==> src/rtl/ball_ctrl.sv <==
// Ball motion and game sequencer for pong.
// Owns the ball sprite position, advances it once per frame, bounces it off
// walls and paddles, detects misses, keeps score and runs serve/game-over.
module ball_ctrl #(
    parameter int X_POS_W      = 10,
    parameter int Y_POS_W      = 10,
    parameter int SCREEN_W     = 640,
    parameter int SCREEN_H     = 480,
    parameter int BALL_SIZE    = 8,
    parameter int SPEED        = 2,
    parameter int LPAD_X_R     = 24,
    parameter int RPAD_X_L     = 616,
    parameter int SERVE_FRAMES = 60,
    parameter int WIN_SCORE    = 9
) (
    input  logic               clk_i,
    input  logic               rst_i,
    input  logic               frame_tick_i,
    input  logic               start_i,
    input  logic               pause_i,
    input  logic [Y_POS_W-1:0] lpad_top_i,
    input  logic [Y_POS_W-1:0] lpad_bottom_i,
    input  logic [Y_POS_W-1:0] rpad_top_i,
    input  logic [Y_POS_W-1:0] rpad_bottom_i,
    output logic [X_POS_W-1:0] ball_x_o,
    output logic [Y_POS_W-1:0] ball_y_o,
    output logic [X_POS_W-1:0] ball_right_o,
    output logic [Y_POS_W-1:0] ball_bottom_o,
    output logic [3:0]         score_l_o,
    output logic [3:0]         score_r_o,
    output logic               point_o,
    output logic               game_over_o
);

    // Two guard bits so that x+SPEED+BALL_SIZE never wraps during comparisons.
    localparam int XW    = X_POS_W + 2;
    localparam int YW    = Y_POS_W + 2;
    localparam int CNT_W = (SERVE_FRAMES > 1) ? $clog2(SERVE_FRAMES + 1) : 1;

    localparam logic [X_POS_W-1:0] X0 = X_POS_W'((SCREEN_W - BALL_SIZE) / 2);
    localparam logic [Y_POS_W-1:0] Y0 = Y_POS_W'((SCREEN_H - BALL_SIZE) / 2);

    localparam logic [XW-1:0] SPD_X   = XW'(SPEED);
    localparam logic [YW-1:0] SPD_Y   = YW'(SPEED);
    localparam logic [XW-1:0] SIZE_X  = XW'(BALL_SIZE);
    localparam logic [YW-1:0] SIZE_Y  = YW'(BALL_SIZE);
    localparam logic [XW-1:0] X_MAX   = XW'(SCREEN_W - BALL_SIZE);
    localparam logic [YW-1:0] Y_MAX   = YW'(SCREEN_H - BALL_SIZE);
    localparam logic [XW-1:0] LPAD_R  = XW'(LPAD_X_R);
    localparam logic [XW-1:0] RPAD_L  = XW'(RPAD_X_L);
    localparam logic [XW-1:0] LBOUNCE = XW'(LPAD_X_R + 1);
    localparam logic [XW-1:0] RBOUNCE = XW'(RPAD_X_L - BALL_SIZE - 1);
    localparam logic [3:0]    WIN     = 4'(WIN_SCORE);

    typedef enum logic [2:0] {
        ST_IDLE,
        ST_SERVE,
        ST_MOVE,
        ST_SCORED,
        ST_OVER
    } state_t;

    state_t             state_reg, state_next;
    logic [X_POS_W-1:0] x_reg, x_next;
    logic [Y_POS_W-1:0] y_reg, y_next;
    logic [X_POS_W-1:0] right_reg, right_next;
    logic [Y_POS_W-1:0] bottom_reg, bottom_next;
    logic               dir_x_reg, dir_x_next;   // 1 = right
    logic               dir_y_reg, dir_y_next;   // 1 = down
    logic [3:0]         score_l_reg, score_l_next;
    logic [3:0]         score_r_reg, score_r_next;
    logic [CNT_W-1:0]   cnt_reg, cnt_next;
    logic               point_reg, point_next;
    logic               over_reg, over_next;

    // Candidate motion results, computed from pre-update values each cycle.
    logic [X_POS_W-1:0] mv_x;
    logic [Y_POS_W-1:0] mv_y;
    logic               mv_dx, mv_dy;
    logic               miss_l, miss_r;
    logic               advance;

    assign advance = frame_tick_i && !pause_i;

    // Per-axis motion: wall bounce on y, paddle bounce or miss on x.
    always_comb begin
        logic [XW-1:0] xe, nx;
        logic [YW-1:0] ye, ny;
        logic          ovl_l, ovl_r;
        xe     = XW'(x_reg);
        ye     = YW'(y_reg);
        mv_x   = x_reg;
        mv_y   = y_reg;
        mv_dx  = dir_x_reg;
        mv_dy  = dir_y_reg;
        miss_l = 1'b0;
        miss_r = 1'b0;
        nx     = '0;
        ny     = '0;
        ovl_l  = ((ye + SIZE_Y) > YW'(lpad_top_i)) && (ye < YW'(lpad_bottom_i));
        ovl_r  = ((ye + SIZE_Y) > YW'(rpad_top_i)) && (ye < YW'(rpad_bottom_i));

        if (!dir_y_reg) begin
            if (ye < SPD_Y) begin
                mv_y  = '0;
                mv_dy = 1'b1;
            end else begin
                ny   = ye - SPD_Y;
                mv_y = Y_POS_W'(ny);
            end
        end else begin
            ny = ye + SPD_Y;
            if (ny > Y_MAX) begin
                mv_y  = Y_POS_W'(Y_MAX);
                mv_dy = 1'b0;
            end else begin
                mv_y = Y_POS_W'(ny);
            end
        end

        if (!dir_x_reg) begin
            nx = xe - SPD_X;
            if ((xe > LPAD_R) && (nx <= LPAD_R) && ovl_l) begin
                mv_x  = X_POS_W'(LBOUNCE);
                mv_dx = 1'b1;
            end else if (xe < SPD_X) begin
                miss_l = 1'b1;
            end else begin
                mv_x = X_POS_W'(nx);
            end
        end else begin
            nx = xe + SPD_X;
            if (((xe + SIZE_X) < RPAD_L) && ((nx + SIZE_X) >= RPAD_L) && ovl_r) begin
                mv_x  = X_POS_W'(RBOUNCE);
                mv_dx = 1'b0;
            end else if (nx > X_MAX) begin
                miss_r = 1'b1;
            end else begin
                mv_x = X_POS_W'(nx);
            end
        end
    end

    // Game sequencer: next state, position, scores and pulse outputs.
    always_comb begin
        state_next   = state_reg;
        x_next       = x_reg;
        y_next       = y_reg;
        dir_x_next   = dir_x_reg;
        dir_y_next   = dir_y_reg;
        score_l_next = score_l_reg;
        score_r_next = score_r_reg;
        cnt_next     = cnt_reg;
        point_next   = 1'b0;
        over_next    = over_reg;

        case (state_reg)
            ST_IDLE: begin
                if (start_i) begin
                    state_next = ST_SERVE;
                    cnt_next   = '0;
                end
            end
            ST_SERVE: begin
                if (SERVE_FRAMES == 0) begin
                    state_next = ST_MOVE;
                end else if (advance) begin
                    cnt_next = cnt_reg + 1'b1;
                    if (cnt_next == CNT_W'(SERVE_FRAMES)) begin
                        state_next = ST_MOVE;
                    end
                end
            end
            ST_MOVE: begin
                if (advance) begin
                    if (miss_l || miss_r) begin
                        // Recentre and serve toward the player who conceded.
                        x_next     = X0;
                        y_next     = Y0;
                        point_next = 1'b1;
                        state_next = ST_SCORED;
                        if (miss_l) begin
                            dir_x_next = 1'b0;
                            if (score_r_reg < WIN) score_r_next = score_r_reg + 1'b1;
                        end else begin
                            dir_x_next = 1'b1;
                            if (score_l_reg < WIN) score_l_next = score_l_reg + 1'b1;
                        end
                    end else begin
                        x_next     = mv_x;
                        y_next     = mv_y;
                        dir_x_next = mv_dx;
                        dir_y_next = mv_dy;
                    end
                end
            end
            ST_SCORED: begin
                cnt_next = '0;
                if ((score_l_reg == WIN) || (score_r_reg == WIN)) begin
                    state_next = ST_OVER;
                    over_next  = 1'b1;
                end else begin
                    state_next = ST_SERVE;
                end
            end
            ST_OVER: begin
                if (start_i) begin
                    score_l_next = '0;
                    score_r_next = '0;
                    over_next    = 1'b0;
                    cnt_next     = '0;
                    state_next   = ST_SERVE;
                end
            end
            default: begin
                state_next = ST_IDLE;
            end
        endcase

        right_next  = x_next + X_POS_W'(BALL_SIZE);
        bottom_next = y_next + Y_POS_W'(BALL_SIZE);
    end

    // State and output registers with asynchronous reset to the idle layout.
    always_ff @(posedge clk_i or posedge rst_i) begin
        if (rst_i) begin
            state_reg   <= ST_IDLE;
            x_reg       <= X0;
            y_reg       <= Y0;
            right_reg   <= X0 + X_POS_W'(BALL_SIZE);
            bottom_reg  <= Y0 + Y_POS_W'(BALL_SIZE);
            dir_x_reg   <= 1'b1;
            dir_y_reg   <= 1'b1;
            score_l_reg <= '0;
            score_r_reg <= '0;
            cnt_reg     <= '0;
            point_reg   <= 1'b0;
            over_reg    <= 1'b0;
        end else begin
            state_reg   <= state_next;
            x_reg       <= x_next;
            y_reg       <= y_next;
            right_reg   <= right_next;
            bottom_reg  <= bottom_next;
            dir_x_reg   <= dir_x_next;
            dir_y_reg   <= dir_y_next;
            score_l_reg <= score_l_next;
            score_r_reg <= score_r_next;
            cnt_reg     <= cnt_next;
            point_reg   <= point_next;
            over_reg    <= over_next;
        end
    end

    assign ball_x_o      = x_reg;
    assign ball_y_o      = y_reg;
    assign ball_right_o  = right_reg;
    assign ball_bottom_o = bottom_reg;
    assign score_l_o     = score_l_reg;
    assign score_r_o     = score_r_reg;
    assign point_o       = point_reg;
    assign game_over_o   = over_reg;

endmodule

==> config.mk <==
export PLATFORM = sky130hd
export DESIGN_NAME = ball_ctrl
export DESIGN_NICKNAME = d
export VERILOG_FILES = /design/src/rtl/ball_ctrl.sv
export SDC_FILE = /design/constraint.sdc
export NUM_CORES = 1
export LEC_CHECK = 0
export CORE_UTILIZATION = 35
export DETAILED_ROUTE_END_ITERATION = 8
export SYNTH_ARGS = -nofsm -noshare
export SYNTH_HDL_FRONTEND = slang
export SYNTH_SLANG_ARGS = --single-unit
export TNS_END_PERCENT = 1
==> constraint.sdc <==
create_clock -name clk_i -period 4 [get_ports clk_i]
set_input_delay 0.8 -clock clk_i [delete_from_list [all_inputs] [get_ports clk_i]]
set_output_delay 0.8 -clock clk_i [all_outputs]
set_load 0.01 [all_outputs]
### Word-level counts from Yosys, hierarchy flattened

Index checks and enable logic that the tools add are counted.
Widths: inputs -> output; s select.

* bitwise operators: 1
* eq/ne operators: 18
* magnitude comparators: 14
* reductions and logical operators: 22
* add/sub/neg operators: 12
* multiplexer cells: 55

Operators with widths (number)
* $mux 10: 14
* $mux 4: 9
* $add 10x2->11 const B: 2
* $add 10x4->11 const B: 2
* $add 10x4->10 const B: 2
* $lt 10x10->1: 2
* $lt 10x2->1 const B: 2
* $ne 2x2->1 const B: 10
* $mux 1: 19
* $mux 3: 6
* $pmux 6 s3: 1
* $pmux 4 s2: 2
* $add 11x4->12 const B: 1
* $ge 12x10->1 const B: 1
* $gt 12x10->1: 1
* $le 12x5->1 const B: 1
* $mux 6: 2
* $pmux 3 s4: 1
* $reduce_and 6->1: 2
* $gt 11x10->1: 1
* $gt 11x10->1 const B: 1
* $gt 11x9->1 const B: 1
* $lt 11x10->1 const B: 1
* $sub 10x2->11 const B: 1
* other kinds (23): 37

* logic and storage cells: 134
* output and inout bits: 50
* register bits: 61
* input port bits: 45

### Longest topological paths before layout

Gate-level depths: netlist of run 1.

* depth in word-level cells: 12
* depth in mapped cells: 17
* gate-level depth less buffers: 16

### Least setup slack after synthesis of run 1

No wires, ideal clock.

* path type: register to register
* start: register y_reg[3] (netlist: ball_y_o[3])
* end: register right_reg[9] (netlist: ball_right_o[9])
* data arrival time: 3971 ps
* data required time: 3870 ps
* slack: -101 ps
* clock period less this slack: 4101 ps
* setup time: 130 ps
* cell stages (with the launch flop): 18
* path buffers: 1
* cells stage by stage: dfstp_2 clkbuf_1 inv_1 nor3_1 xor2_1 ha_1 nand4_1 o32ai_1 or4_1 o22ai_2 nand4b_2 and4b_1 o21ai_1 o21a_1 ha_1 and2_1 nand4_1 xnor2_1

* longest elaborated chain between the ends: 11
* elaborated cells on any way between the ends: 21
* those cells by class: 2 x add/sub; 4 x order compare; 10 x mux; 5 x reduce/logical

RTL lines
* from (decl): RTL line 65 `logic [Y_POS_W-1:0] y_reg, y_next;`
* from (signal assigned): RTL line 242 `y_reg <= y_next;`
* $add 10x4->11: RTL line 100, 101
* $gt 12x10->1 or $gt 11x10->1 (tied branches): RTL line 100, 101
* $logic_and 1x1->1, on equally long branches: RTL line 100, 101
* $logic_and 1x1->1, on equally long branches: RTL line 123, 133
* $mux 1, on equally long branches: RTL line 123, 133
* $mux 1: RTL line 121 `if (!dir_x_reg) begin`
* $logic_or 1x1->1: RTL line 176 `if (miss_l || miss_r) begin`
* $mux 10 (*): RTL line 176
* $mux 10 (*): RTL line 175 `if (advance) begin`
* $mux 10 (*): RTL line 157 `case (state_reg)`
* named net x_next[4]: RTL line 64 `logic [X_POS_W-1:0] x_reg, x_next;`
* $add 10x4->10 (*): RTL line 220 `right_next = x_next + X_POS_W'(BALL_SIZE);`
* named net right_next[9]: RTL line 66 `logic [X_POS_W-1:0] right_reg, right_next;`
* to (signal assigned): RTL line 230 `right_reg <= X0 + X_POS_W'(BALL_SIZE);`
* to (signal assigned): RTL line 243 `right_reg <= right_next;`
* to (decl): RTL line 66

The timed path passes the listed nets; every way through them passes the cells marked *.
A chain may end at the register's enable or synchronous reset.

### Worst setup path in the final report of run 1

* start: register y_reg[3] (netlist: ball_y_o[3])
* end: register bottom_reg[9] (netlist: ball_bottom_o[9])

* longest elaborated chain between the ends: 11
* elaborated cells on any way between the ends: 25
* those cells by class: 4 x add/sub; 6 x order compare; 10 x mux; 5 x reduce/logical

RTL lines
* $add 10x4->11: RTL line 100, 101
* $gt 12x10->1 or $gt 11x10->1 (tied branches): RTL line 100, 101
* $logic_and 1x1->1, on equally long branches: RTL line 100, 101
* $logic_and 1x1->1, on equally long branches: RTL line 123, 133
* $mux 1, on equally long branches: RTL line 123, 133
* $mux 1: RTL line 121
* $logic_or 1x1->1: RTL line 176
* $mux 10: RTL line 176
* $mux 10: RTL line 175
* $mux 10 (*): RTL line 157
* named net y_next[3]: RTL line 65
* $add 10x4->10 (*): RTL line 221 `bottom_next = y_next + Y_POS_W'(BALL_SIZE);`
* named net bottom_next[9]: RTL line 67 `logic [Y_POS_W-1:0] bottom_reg, bottom_next;`
* to (signal assigned): RTL line 231 `bottom_reg <= Y0 + Y_POS_W'(BALL_SIZE);`
* to (signal assigned): RTL line 244 `bottom_reg <= bottom_next;`
* to (decl): RTL line 67

Marks and branches as above.

==> results of run 1 <==
-- cells in the final DEF (no fill, tap or decap), types with 9 or more instances in the layout --
cell type	instances
buf_4	38
ha_1	53
nand4_1	13
inv_1	61
a31oi_1	9
xnor2_1	16
clkdlybuf4s50_1	92
a21oi_1	29
nor2_1	32
dfstp_2	18
dfrtp_1	36
o21ai_0	42
nand3_1	23
nand2_1	51
nand2b_1	11
-- report_power, final --
group	internal (mW)	total, mW	switching [mW]
clock	0.248	0.446	0.197
combinational	0.153	0.291	0.138
sequential	0.579	0.616	0.0366
total	0.981	1.35	0.372
-- layout make-up --
type                    count  share of cell area (%)
well taps                 176                    3.45
inverters                  62                    3.65
clock buffers               6                    2.18
clock inverters             2                   0.196
multi-input cells         442                    50.1
flip-flops and latches     54                    21.5
repair buffers            130                    18.9
-- metal layers --
metal	vias to the layer above	wire [um]
met3	16	697
met1	2216	6330
met4	0	181
li1	2325	-
met5	-	0
met2	150	6600
-- worst max-delay path, delay by kind of cell, from the launching register on --
kind	cells	cell delay, ns
AOI/OAI and AO/OA	4	0.68
xor gates and xnor gates	1	0.13
DFF	1	0.59
and+or+nand+nor	4	1.18
buffers and inverters	2	0.25
adders and majority gates	3	0.90
-- timing repair --
action / in CTS / in global routing
hold endpoints to repair: 0 / 0
gates resized for setup: 0 / 11
setup endpoints to repair: 0 / 12
buffers inserted: 0 / 1
-- logic make-up (layout without fill, tap and decap cells) --
logic type      after synthesis  count (layout)  synth area share, %
compound gates              155             155                 22.2
xor+xnor                     24              24                 4.28
fa+ha+maj                    54              54                 13.7
buf+inv                      94             200                 8.22
flops                        54              54                 28.0
mux                           5               5                 1.07
other cells                   1               2               0.0763
simple gates                202             202                 22.4
-- metrics by stage --
step	util [%]	instance area, um^2	setup TNS [ns]
final	47.4	6380	0
after global routing	47.4	6380	0
after CTS	47.0	6320	0
after detailed placement	45.9	6170	-0.807
after global placement	45.9	6170	-0.613
after floorplan	-	4920	0
-- path summary, 6_finish.rpt --
check                            startpoint          endpoint  slack [ns]  depth (start not counted)
worst max register to register  ball_y_o[3]  ball_bottom_o[9]        0.18                         14
max in group asynchronous             rst_i         dir_x_reg        2.17                          3
worst min register to register   cnt_reg[0]        cnt_reg[0]        0.53                          1
worst min-delay path             cnt_reg[0]        cnt_reg[0]        0.53                          1
worst max-delay path            ball_y_o[3]  ball_bottom_o[9]        0.18                         14
min in group asynchronous             rst_i   ball_right_o[3]        1.09                          2
==> results.cfg, run 1 <==
[timing]
fin_hold_ws_ns = 0.527
period_needed_ns = 3.82
rsz0062_at_grt = false
setup_viol_count_final = 0
drv_slew = 0
max_freq_ghz = 0.261
slew_headroom_pct = 28.1
setup_slack_ns = 0.175
period_share_pct = 95.6
fin_skew_ns = 0.00892
worst_pin_slew_ns = 1.08
hold_viol = 0

[synth]
synth_enable_flop_cells = 0
ys_ff_latch = 54
synth_area_leader_cell = dfrtp_1
synth_top_area_share_pct = 18.3
post-synth-top-count-cell = inv_1
netlist_top_cells_area = dfrtp_1 18%, ha_1 14%, dfstp_2 9.6%, inv_1 4.7%, o21ai_0 4.3%
yosys_warnings = 0
synth.avg_cell_area_um2 = 8.34
ys_seq_area_share_pct = 28.0
synth_commonest_cells = 62 x inv_1, 54 x ha_1, 51 x nand2_1
syn-cell-area_um2 = 4910
netlist-cell-type-count = 80
synthFlopType = dfrtp_1
syn_inst = 589
ys_async_sr_fraction_pct = 100

[clock_network]
cts_tree = built
cts.sinks = 54
clk_latency_ns = 0.29
clock_path_buffers = 2
cts_made_buffers = 5
ctsRootBufferMaster = clkbuf_16
cts_hold_buf = 0
clk_pin_slew_worst_paths_ns = 0.07
htree_levels = 2

[global_route]
overflow = 0
globalRouteMet2Util_pct = 33.4
first_global_vias = 4743
grt_max_degree = 54
grt_use_met1_pct = 26.6
grt_pass1_wl_um = 23200
antenna_found_initial = 0
grt_busiest_layer = met2
global_route.usage.met3_pct = 1.98
grt_usage_pct = 19.7

[hold_path]
hp-class = register to register

[detailed_routing]
viasPerCell = 5.40
first_pass_iters = 5
drc_errors = 0
routed_wl_um = 13800
vias = 4707
drtIter0Drc = 305
wl_per_cell_um = 15.8
ant_nets = 0

[placed_design]
place_inst = 863
gp_congestion = 0.919
io_buffers = 92
place_ws_ns = -0.183
dp_hpwl_um = 10700

[cells_and_area]
final_nets = 794
nFillCells = 1345
diodes = 0
multiInputGateArea_um2 = 3200
register_area_um2 = 1370
largest_reg_flops = 10
stdcell_count = 872
layout-drive-gt1-share_pct = 14.9
synthToLayoutAreaGrowth_pct = 29.9

[die]
die_w_um = 121
coreArea_um2 = 13500
die_h_um = 121
start_util_pct = 36.5
ioPinCount = 95
rows = 42
dieArea_um2 = 14500

[power]
p_total_mw = 1.35
pwr_density_cell_nw_per_um2 = 212
irDropWorstVdd_mv = 0.153
p_leak_nw = 2.79

[setup_path]
critPathMaxStageDelay_ns = 0.59
startpoint_type = register
slowest_stage = dfstp_2
crit_chain = inv_1 > buf_4 > ha_1 > ha_1 > nand2_1 > o32ai_1 > or4_4 > o22ai_4 > a32oi_2 > or4_1 > a21boi_4 > ha_1 > nand4_1 > xnor2_1
cp.arrival_ns = 4.03
cp_max_fo = 5
path_common_cell = ha_1
path_class = register to register
cp-end-kind = register
worst_ep_required_time_ns = 4.21

[status]
status = complete, no violations

[job]
drv_cap = 0
No activity file was read; power rests on OpenSTA's default activity.
==> run 2: changes to the inputs <==
PLACE_DENSITY = 0.58   (was unset)
REMOVE_ABC_BUFFERS = 1   (was unset)
==> run 2 against run 1 <==
Utilization is 1.5 points higher. Clock-buffer cell count is 1 lower. Register-to-register slack worse by 0.04 ns. Sequential cell count stayed put. Non-clock buffer count is 10 higher. Sequential power hardly changed. Power is 5.4% higher. Final area is 3.1% higher. Critical path depth is 2 higher.
==> results.cfg, run 2 (synthesized netlist as in run 1, its figures left out) <==
[power]
p_leak_nw = 2.88
pwr_density_cell_nw_per_um2 = 217
irDropWorstVdd_mv = 0.239
p_total_mw = 1.43

[status]
status = complete, no violations

[hold_path]
hp-class = register to register

[timing]
setup_slack_ns = 0.133
fin_skew_ns = 0.00507
tns_ns = 0
period_needed_ns = 3.87
drv_slew = 0
period_share_pct = 96.7
rsz0062_at_grt = true
fin_hold_ws_ns = 0.534
setup_viol_count_final = 0
worst_pin_slew_ns = 0.585
hold_viol = 0
slew_headroom_pct = 60.0
max_freq_ghz = 0.259

[detailed_routing]
vias = 4810
wl_per_cell_um = 16.2
first_pass_iters = 4
viasPerCell = 5.45
drc_errors = 0
ant_nets = 0
drtIter0Drc = 320
routed_wl_um = 14300

[clock_network]
cts.sinks = 54
clk_pin_slew_worst_paths_ns = 0.07
clock_path_buffers = 2
cts_tree = built
cts_made_buffers = 5
clk_latency_ns = 0.29
ctsRootBufferMaster = clkbuf_16
htree_levels = 2

[global_route]
antenna_found_initial = 0
grt_pass1_wl_um = 23300
global_route.usage.met3_pct = 2.22
overflow = 0
grt_use_met1_pct = 28.5
first_global_vias = 4603
grt_busiest_layer = met2
globalRouteMet2Util_pct = 32.1
grt_usage_pct = 19.8
grt_max_degree = 27

[setup_path]
critPathMaxStageDelay_ns = 0.60
cp_max_fo = 4
path_common_cell = nand4_1
worst_ep_required_time_ns = 4.17
crit_chain = nand3_4 > nor3_4 > xor2_2 > ha_1 > nand4_1 > o32ai_2 > or4_4 > o22ai_4 > nand4b_4 > and4b_1 > o21ai_2 > o21a_1 > ha_2 > and2_4 > nand4_1 > xnor2_1
slowest_stage = dfstp_2
startpoint_type = register
path_class = register to register
cp.arrival_ns = 4.04
cp-end-kind = register

[cells_and_area]
post-route-util_pct = 48.9
stdcell_count = 882
largest_reg_flops = 10
layout_commonest_cell = clkdlybuf4s50_1
nFillCells = 1319
layout-drive-gt1-share_pct = 17.0
final_nets = 804
diodes = 0
post-route-cell-area_um2 = 6580
synthToLayoutAreaGrowth_pct = 33.9
final_cell_mix = 92 x clkdlybuf4s50_1, 61 x inv_1, 51 x nand2_1, 50 x ha_1, 46 x buf_4

[placed_design]
place_inst = 861
io_buffers = 92
dp_hpwl_um = 10900
place_ws_ns = -0.155
gp_congestion = 0.854
place_area_um2 = 6160

[die]
die_w_um = 121
start_util_pct = 36.5
coreArea_um2 = 13500
rows = 42
dieArea_um2 = 14500
die_h_um = 121
ioPinCount = 95

[job]
drv_cap = 0
## run 2: changes by cell type in the layout (fill, tap and decap cells not counted), sizes merged
cell,change
buf,+10
bufinv,+1
clkbuf,-1
clkinv,-1
inv,+1
## run 2: layer usage
metal,vias up,part of all wire (%),routed length (um)
met5,-,0,0
met4,0,1.2,174
met3,19,6.2,891
met2,168,46,6520
met1,2282,47,6690
li1,2341,-,-
## run 2: final timing paths
kind	startpoint	endpoint	slack (ns)	cells after the start
min in group asynchronous	rst_i	cnt_reg[1]	0.79	2
max in group asynchronous	rst_i	ball_x_o[5]	2.50	3
min reg2reg	cnt_reg[0]	cnt_reg[0]	0.53	1
min	cnt_reg[0]	cnt_reg[0]	0.53	1
max reg2reg	ball_y_o[5]	ball_right_o[9]	0.13	16
max	ball_y_o[5]	ball_right_o[9]	0.13	16
## run 2: cell type report
class                           count  area [um^2]  area share (%)
Multi-Input combinational cell    442         3280            49.9
Sequential cell                    54         1380            20.9
Timing Repair Buffer              140         1300            19.7
Inverter                           62          233            3.54
Tap cell                          176          220            3.35
Clock buffer                        5          125            1.90
Clock inverter                      3         48.8           0.742
## run 2: worst max-delay path, delay by kind of cell, from the launching register on
| family | cells | cell delay, ns |
|---|---|---|
| and+or+nand+nor | 8 | 1.64 |
| AOI/OAI and AO/OA | 4 | 0.64 |
| DFF | 1 | 0.60 |
| xor gates and xnor gates | 2 | 0.37 |
| adders and majority gates | 2 | 0.47 |
## run 2: repair_timing
action | 4_1_cts | 5_1_grt
endpoints found under the hold margin | 0 | 0
hold buffers | 0 | 0
setup endpoints to repair | 0 | 14
setup buffers | 0 | 13
resized for setup | 0 | 26
## run 2: power by group
group          switching (mW)  leakage [nW]  total (mW)  internal [mW]
clock network           0.208        0.0819       0.508          0.300
registers              0.0386         0.636       0.618          0.579
logic                   0.140          2.16       0.300          0.160
==> run 3: changes to the inputs <==
SETUP_SLACK_MARGIN = 0.05   (was unset)
==> run 3 against run 2 <==
Sequential power about the same. Register-to-register slack better by 0.04 ns. Clock power hardly changed. Fmax up 1.1%. Power is 0.52% lower. Sequential cell count unchanged. Final area shrank 1.9%. Largest power group unchanged. Die area stayed put. Critical endpoint is now ball_bottom_o[9]. Hold slack hardly changed. Clock-buffer cell count is the same. Clock skew hardly changed. Critical path depth decreased by 2. Highest routed layer unchanged.
==> results.cfg, run 3 (synthesized netlist as in run 1, its figures left out) <==
[timing]
drv_slew = 0
rsz0062_at_grt = true
period_share_pct = 95.6
max_freq_ghz = 0.261
setup_slack_ns = 0.175
slew_headroom_pct = 59.3
tns_ns = 0
worst_pin_slew_ns = 0.605
fin_skew_ns = 0.00522
period_needed_ns = 3.83
setup_viol_count_final = 0
hold_viol = 0

[die]
coreArea_um2 = 13500
start_util_pct = 36.5
die_h_um = 121
rows = 42
dieArea_um2 = 14500
ioPinCount = 95
die_w_um = 121

[setup_path]
cp.arrival_ns = 4.03
worstReg2RegStart = ball_y_o[3]
startpoint_type = register
crit_buf_inv = 0
crit_chain = ha_2 > nand3_1 > xnor2_2 > ha_1 > nand4_1 > o32ai_1 > or4_4 > o22ai_4 > a32oi_2 > or4_1 > a21boi_4 > ha_2 > nand4_1 > xnor2_1
worst_ep_required_time_ns = 4.21
cp-end-kind = register
critical_path.startpoint = ball_y_o[3]
slowest_stage = dfstp_2
critPathMaxStageDelay_ns = 0.58
path_class = register to register
critPathTopFamily = simple AND/OR/NAND/NOR gates
cp_max_fo = 4

[clock_network]
cts.sinks = 54
cts_tree = built
ctsRootBufferMaster = clkbuf_16
cts_hold_buf = 0
clk_latency_ns = 0.29
htree_levels = 2
cts_made_buffers = 5
clock_path_buffers = 2
clk_pin_slew_worst_paths_ns = 0.07

[global_route]
grt_max_degree = 27
first_global_vias = 4604
antenna_found_initial = 0
grt_usage_pct = 19.7
grt_pass1_wl_um = 23300
overflow = 0

[detailed_routing]
vias = 4752
routed_wl_um = 14300
drc_errors = 0
ant_nets = 0
drtIter0Drc = 301
viasPerCell = 5.45
wl_per_cell_um = 16.4
first_pass_iters = 5

[cells_and_area]
final_nets = 794
diodes = 0
layout-drive-gt1-share_pct = 15.5
final_cell_mix = 92 x clkdlybuf4s50_1, 61 x inv_1, 51 x nand2_1, 50 x ha_1, 42 x o21ai_0
layout_commonest_cell = clkdlybuf4s50_1
synthToLayoutAreaGrowth_pct = 31.4
largest_reg_flops = 10

[power]
p_total_mw = 1.42
irDropWorstVdd_mv = 0.240
pwr_density_cell_nw_per_um2 = 220
p_leak_nw = 2.82

[placed_design]
io_buffers = 92
gp_congestion = 0.854
dp_hpwl_um = 10900
place_ws_ns = -0.155

[hold_path]
hp-class = register to register
hold_start = cnt_reg[0]

[status]
status = complete, no violations

[job]
drv_cap = 0
-- run 3: through the flow --
stage	std cells	utilization [%]	hold WS, ns	area [um^2]
2_1_floorplan	558	-	0.479	4750
3_3_place_gp	861	45.8	0.507	6160
3_5_place_dp	861	45.8	0.515	6160
4_1_cts	870	47.1	0.533	6340
5_1_grt	872	48.0	0.552	6460
6_report	872	48.0	0.534	6460
-- run 3: area by class of cell --
| class | instances | area [um^2] |
|---|---|---|
| fill | 1339 | 7000 |
| multi-input combinational | 442 | 3240 |
| sequential | 54 | 1370 |
| timing repair buffer | 130 | 1210 |
| inverter | 62 | 233 |
| tap | 176 | 220 |
| clock buffer | 5 | 125 |
| clock inverter | 3 | 48.8 |
-- run 3: layer usage --
metal | track usage [%] | up-vias | wire length, um
met1 | 28.4 | 2291 | 6900
met2 | 32.1 | 127 | 6600
met4 | 3.63 | 0 | 143
met3 | 2.22 | 10 | 624
met5 | 0 | - | 0
li1 | - | 2324 | -
-- run 3: worst paths after layout --
kind,end,slack [ns],cells past startpoint
max,ball_bottom_o[9],0.17,14
min,cnt_reg[0],0.53,1
max reg2reg,ball_bottom_o[9],0.17,14
min reg2reg,cnt_reg[0],0.53,1
max in group asynchronous,ball_x_o[5],2.51,3
min in group asynchronous,cnt_reg[1],0.79,2
-- run 3: power breakdown --
| group | switching (mW) | internal, mW |
|---|---|---|
| registers | 0.0383 | 0.579 |
| logic | 0.139 | 0.154 |
| clock network | 0.207 | 0.300 |
-- run 3: timing repair --
item                                    CTS  global route
resized for setup                         0            19
pin swaps                                 2             7
endpoints found under the setup margin    2            14
setup buffers                             1             2
